<file path="config.mk">
export PLATFORM = sky130hd
export DESIGN_NAME = ahb_slave_port_arbiter
export DESIGN_NICKNAME = d
export VERILOG_FILES = /design/src/rtl/ahb_slave_port_arbiter.sv
export SDC_FILE = /design/constraint.sdc
export NUM_CORES = 1
export LEC_CHECK = 0
export ABC_CLOCK_PERIOD_IN_PS = 1820
export CAP_MARGIN = 20
export CORE_MARGIN = 10
export CORE_UTILIZATION = 42
export DETAILED_ROUTE_END_ITERATION = 10
export PLACE_DENSITY = 0.76
export SETUP_SLACK_MARGIN = 0.05
export SLEW_MARGIN = 20
export SYNTH_ARGS = -nofsm -noshare
export SYNTH_HDL_FRONTEND = slang
export SYNTH_SLANG_ARGS = --single-unit
export TNS_END_PERCENT = 100
</file>
<file path="constraint.sdc">
create_clock -name HCLK -period 1.82 [get_ports HCLK]
set_input_delay 0.273 -clock HCLK [delete_from_list [all_inputs] [get_ports HCLK]]
set_output_delay 0.273 -clock HCLK [all_outputs]
set_load 0.02 [all_outputs]
</file>
<file path="src/rtl/ahb_slave_port_arbiter.sv">
// Per-slave AHB arbiter: round-robin grant with burst/lock hold, plus a
// data-phase select that trails the address-phase select by one accepted transfer.
module ahb_slave_port_arbiter #(
  parameter int CHANNEL_NUM = 4,
  parameter int MW          = (CHANNEL_NUM > 1) ? $clog2(CHANNEL_NUM) : 1
) (
  input  logic                   HCLK,
  input  logic                   HRESET,
  input  logic [CHANNEL_NUM-1:0] hreq,
  input  logic [CHANNEL_NUM-1:0] hlock,
  input  logic [1:0]             htrans_sel,
  input  logic                   hready,
  output logic [CHANNEL_NUM-1:0] sel_addr,
  output logic [CHANNEL_NUM-1:0] sel_data,
  output logic [MW-1:0]          hmaster,
  output logic                   owner_valid
);

  typedef enum logic {
    IDLE  = 1'b0,
    OWNED = 1'b1
  } state_t;

  state_t                 state_q, state_d;
  logic [CHANNEL_NUM-1:0] sel_addr_q, sel_addr_d;
  logic [CHANNEL_NUM-1:0] sel_data_q, sel_data_d;
  logic [MW-1:0]          hmaster_q, hmaster_d;
  logic                   owner_valid_q, owner_valid_d;
  logic [MW-1:0]          rr_ptr_q, rr_ptr_d;

  logic                   owner_locked;
  logic                   arb_point;
  logic                   hi_found, lo_found, win_found;
  logic [MW-1:0]          hi_win, lo_win, win;
  logic [CHANNEL_NUM-1:0] win_onehot;

  // sel_addr is one-hot, so masking hlock with it picks the owner's lock bit
  assign owner_locked = |(hlock & sel_addr_q);

  // SEQ/BUSY (htrans_sel[0]=1) are mid-burst and never re-arbitrate
  assign arb_point = hready &&
                     ((state_q == IDLE) || (!htrans_sel[0] && !owner_locked));

  // Rotating priority split into two ascending scans: indices at or above
  // rr_ptr take precedence, then the wrapped-around indices below it.
  always_comb begin
    hi_found = 1'b0;
    lo_found = 1'b0;
    hi_win   = '0;
    lo_win   = '0;
    for (int i = CHANNEL_NUM - 1; i >= 0; i--) begin
      if (hreq[i]) begin
        if (MW'(i) >= rr_ptr_q) begin
          hi_found = 1'b1;
          hi_win   = MW'(i);
        end else begin
          lo_found = 1'b1;
          lo_win   = MW'(i);
        end
      end
    end
    win_found = hi_found | lo_found;
    win       = hi_found ? hi_win : lo_win;
  end

  always_comb begin
    win_onehot = '0;
    for (int i = 0; i < CHANNEL_NUM; i++) begin
      win_onehot[i] = (MW'(i) == win);
    end
  end

  always_comb begin
    state_d       = state_q;
    sel_addr_d    = sel_addr_q;
    sel_data_d    = sel_data_q;
    hmaster_d     = hmaster_q;
    owner_valid_d = owner_valid_q;
    rr_ptr_d      = rr_ptr_q;

    if (hready) begin
      sel_data_d = ((state_q == OWNED) && htrans_sel[1]) ? sel_addr_q : '0;
    end

    if (arb_point) begin
      if (win_found) begin
        state_d       = OWNED;
        sel_addr_d    = win_onehot;
        hmaster_d     = win;
        owner_valid_d = 1'b1;
        rr_ptr_d      = (win == MW'(CHANNEL_NUM - 1)) ? '0 : win + 1'b1;
      end else begin
        state_d       = IDLE;
        sel_addr_d    = '0;
        hmaster_d     = '0;
        owner_valid_d = 1'b0;
      end
    end
  end

  always_ff @(posedge HCLK or posedge HRESET) begin
    if (HRESET) begin
      state_q       <= IDLE;
      sel_addr_q    <= '0;
      sel_data_q    <= '0;
      hmaster_q     <= '0;
      owner_valid_q <= 1'b0;
      rr_ptr_q      <= '0;
    end else begin
      state_q       <= state_d;
      sel_addr_q    <= sel_addr_d;
      sel_data_q    <= sel_data_d;
      hmaster_q     <= hmaster_d;
      owner_valid_q <= owner_valid_d;
      rr_ptr_q      <= rr_ptr_d;
    end
  end

  assign sel_addr    = sel_addr_q;
  assign sel_data    = sel_data_q;
  assign hmaster     = hmaster_q;
  assign owner_valid = owner_valid_q;

endmodule

</file>
==> results.toml <==
[synth]
ys_seq_area_share_pct = 48.0
synth_edf_count = 0
synth_top_flop_cell = "dfrtp_1"
async_flop_share_pct = 100
synthCells = 75
netlist_top_cells_area = "dfrtp_1 48%, nand2_1 8.9%, ha_1 7.4%"
ys_ff_latch = 13
synth_most_common_cell = "nand2_1"
syn_nets = 92
synth_top_family_by_area = "compound AO/OA/AOI/OAI gates"
synth_top_area_share_pct = 48.0
synthSimpleGateAreaFrac_pct = 13.7
synth.distinct_cells = 21
synthXorXnorAreaFrac_pct = 0
synthAdderAreaFrac_pct = 7.38
syn_area_per_cell_um2 = 9.04
ys_top_cells_by_count = "16 x nand2_1, 13 x dfrtp_1, 11 x inv_1"
synth_compound_area_share_pct = 18.8
yosys_warnings = 0
synth_top_area_cell = "dfrtp_1"
synthMuxAreaShare_pct = 4.80
synth_area_um2 = 678

[timing]
worst_slew_pin_slew_ns = 0.494
drv_slew = 0
skew_ns = 0.00445
period_share_pct = 95.6
finalSetupViolCount = 0
min_period_ns = 1.74
fin_ws_ns = 0.0799
final_hold_viol_count = 0
rsz0062_at_grt = "yes"
relSlewSlack_pct = 67.0
max_clock_freq_mhz = 575

[floorplanning]
dieArea_mm2 = 0.00362
initial_core_util_pct = 44.5
fp.dieH_um = 60.2
die_x_um = 60.2
core-area_mm2 = 0.00152
rows = 14
pin_count = 24

[global_route]
grt_pass1_vias = 690
grt_antenna_before_repair = 0
grt.overflow.total = 0
track_usage_pct = 9.88
grt_max_degree = 14
grt_pass1_wl_mm = 2.79

[clock_tree]
h-tree-depth = 1
clk_path_buf_depth = 2
cts.sinks = 13
cts-root-buf = "clkbuf_4"
cts_tree = "built"
cts_buffers = 3
cts.clk_slew.worst_paths_ns = 0.08
worstSkewPairLatency_ns = 0.27
postCtsHoldBufs = 0

[placement]
pre_cts_slack_ns = -0.198
gp_congestion = 0.804
post-dp-hpwl_mm = 1.44
portBuffers = 23
placed_area_mm2 = 0.00101

[routing]
drt_iter0_markers = 6
drc = 0
drt_pass1_iterations = 4
totalWireLength_mm = 1.72
via_count = 663
via_per_inst = 5.10
detail_route.wl_per_cell_um = 13.3
final_antenna_net_count = 0
met2WireLength_um = 847
top_layer = "met4"
wl_met3_um = 196
met1_length_um = 630

[final_layout]
drive_above_1_share_pct = 17.5
layout.nets = 132
fillers = 126
syn_to_final_growth_pct = 56.1
fin_util_pct = 69.5
antenna_cells = 0
final_area_mm2 = 0.00106

[power]
power_uw = 1380
internal_power_uw = 863
p_leak_uw = 0.000499
combinationalPowerShare_pct = 53.0
seqPwrFrac_pct = 34.3
power_density_mw_per_mm2 = 1310
switching_power_uw = 522
vdd_drop_max_mv = 0.616
p_clk_share_pct = 12.7
switching_share_pct = 37.7

[worst_setup_path]
required_ns = 1.97
crit_buf_inv = 3
critPathMaxStageDelay_ns = 0.48
worstSetupStartpointType = "input pin"
worstReg2RegEnd = "rr_ptr_q[1]"
critical-path-top-delay-family = "buffers and inverters"
cp.depth = 7
slowest_stage = "clkdlybuf4s50_1"
arrival_ns = 1.89
reg2reg_depth = 6
r2r_setup_slack_ns = 0.18
path_max_fanout = 2
critical_path.cell_chain = "clkdlybuf4s50_1, inv_1, a22o_1, a211oi_2, buf_4, ha_1, mux2_1"
critPathKind = "in2reg"
endpoint_kind = "flop"
r2r-start = "rr_ptr_q[0]"

[min_path]
hp-class = "in2async"

[status]
run_status = "finished clean"

[job]
max_cap_viol_count = 0
==> how the worst max path moves through the flow <==
stage                           start          end  slack, ns
after global placement        hreq[3]  rr_ptr_q[1]      -0.17
after floorplan           sel_addr[0]  rr_ptr_q[1]       0.14
final                         hreq[3]  rr_ptr_q[1]       0.08
after detailed placement      hreq[3]  rr_ptr_q[1]      -0.20
after global routing          hreq[3]  rr_ptr_q[1]      0.003
after CTS                     hreq[3]  rr_ptr_q[1]       0.08
==> power by group through the flow <==
stage / logic [uW] / registers, uW / clock network [uW]
final: 734 / 475 / 176
after global routing: 803 / 494 / 199
after floorplan: 252 / 577 / 0
after CTS: 708 / 473 / 184
after global placement: 690 / 473 / 0
after detailed placement: 705 / 479 / 0
==> layout make-up <==
type	count	area, um2	share of cell area (%)
timing repair buffer	37	338	31.9
multi-input combinational	49	308	29.1
tap	16	20.0	1.89
clock buffer	4	26.3	2.48
inverter	11	41.3	3.90
sequential	13	325	30.7
==> routing by layer <==
| metal | up-vias | global-route usage [%] |
|---|---|---|
| met1 | 301 | 9.62 |
| met3 | 6 | 4.24 |
| met4 | 0 | 5.77 |
| met5 | - | 0 |
| met2 | 23 | 16.9 |
| li1 | 333 | - |
==> worst reg2reg max path: cells and delay by family, from the launching register on <==
kind,cells,cell delay [ns]
compound gates,2,0.45
flops,1,0.35
mux,1,0.30
fa+ha+maj,1,0.22
buf+inv,2,0.21
==> state kept, by name, summed over array words and instances (netlist names) <==
name,cells
sel_data,4
hmaster,2
sel_addr,4
rr_ptr_q,2
owner_valid,1
==> timing repair <==
| item | CTS | global route |
|---|---|---|
| setup buffers | 0 | 2 |
| gates resized for setup | 0 | 2 |
| setup endpoints to repair | 0 | 2 |
==> per-stage QoR <==
step                setup TNS [ns]  hold WS [ns]  instances
floorplan                        0         0.150         75
global placement            -0.445         0.467        124
detailed placement          -0.631         0.494        124
CTS                              0         0.336        128
global route                     0         0.381        130
finish                           0         0.320        130
==> placed cells by master, fill, tap and decap left out <==
master,netlist,layout
clkdlybuf4s50_1,0,22
a41oi_1,1,1
a222oi_1,1,1
o22ai_1,4,4
inv_1,11,11
clkbuf_4,0,3
mux2i_1,1,1
nand2b_1,2,2
a211oi_2,0,1
a21oi_2,1,1
ha_1,4,4
buf_4,0,14
nor2b_1,1,1
mux2_2,1,1
dlymetal6s2s_1,0,1
a22o_1,2,2
o21ai_0,6,6
clkbuf_1,1,1
a21oi_1,4,4
nor2_1,2,2
nand2_1,16,16
nand4_1,1,1
dfrtp_1,13,13
mux2_1,1,1
==> kinds of logic after synthesis <==
| group | count (synthesis) |
|---|---|
| flops | 13 |
| fa+ha+maj | 4 |
| buf+inv | 13 |
| simple gates | 22 |
| compound gates | 20 |
| mux | 3 |
(Power assumes the default switching activity.)
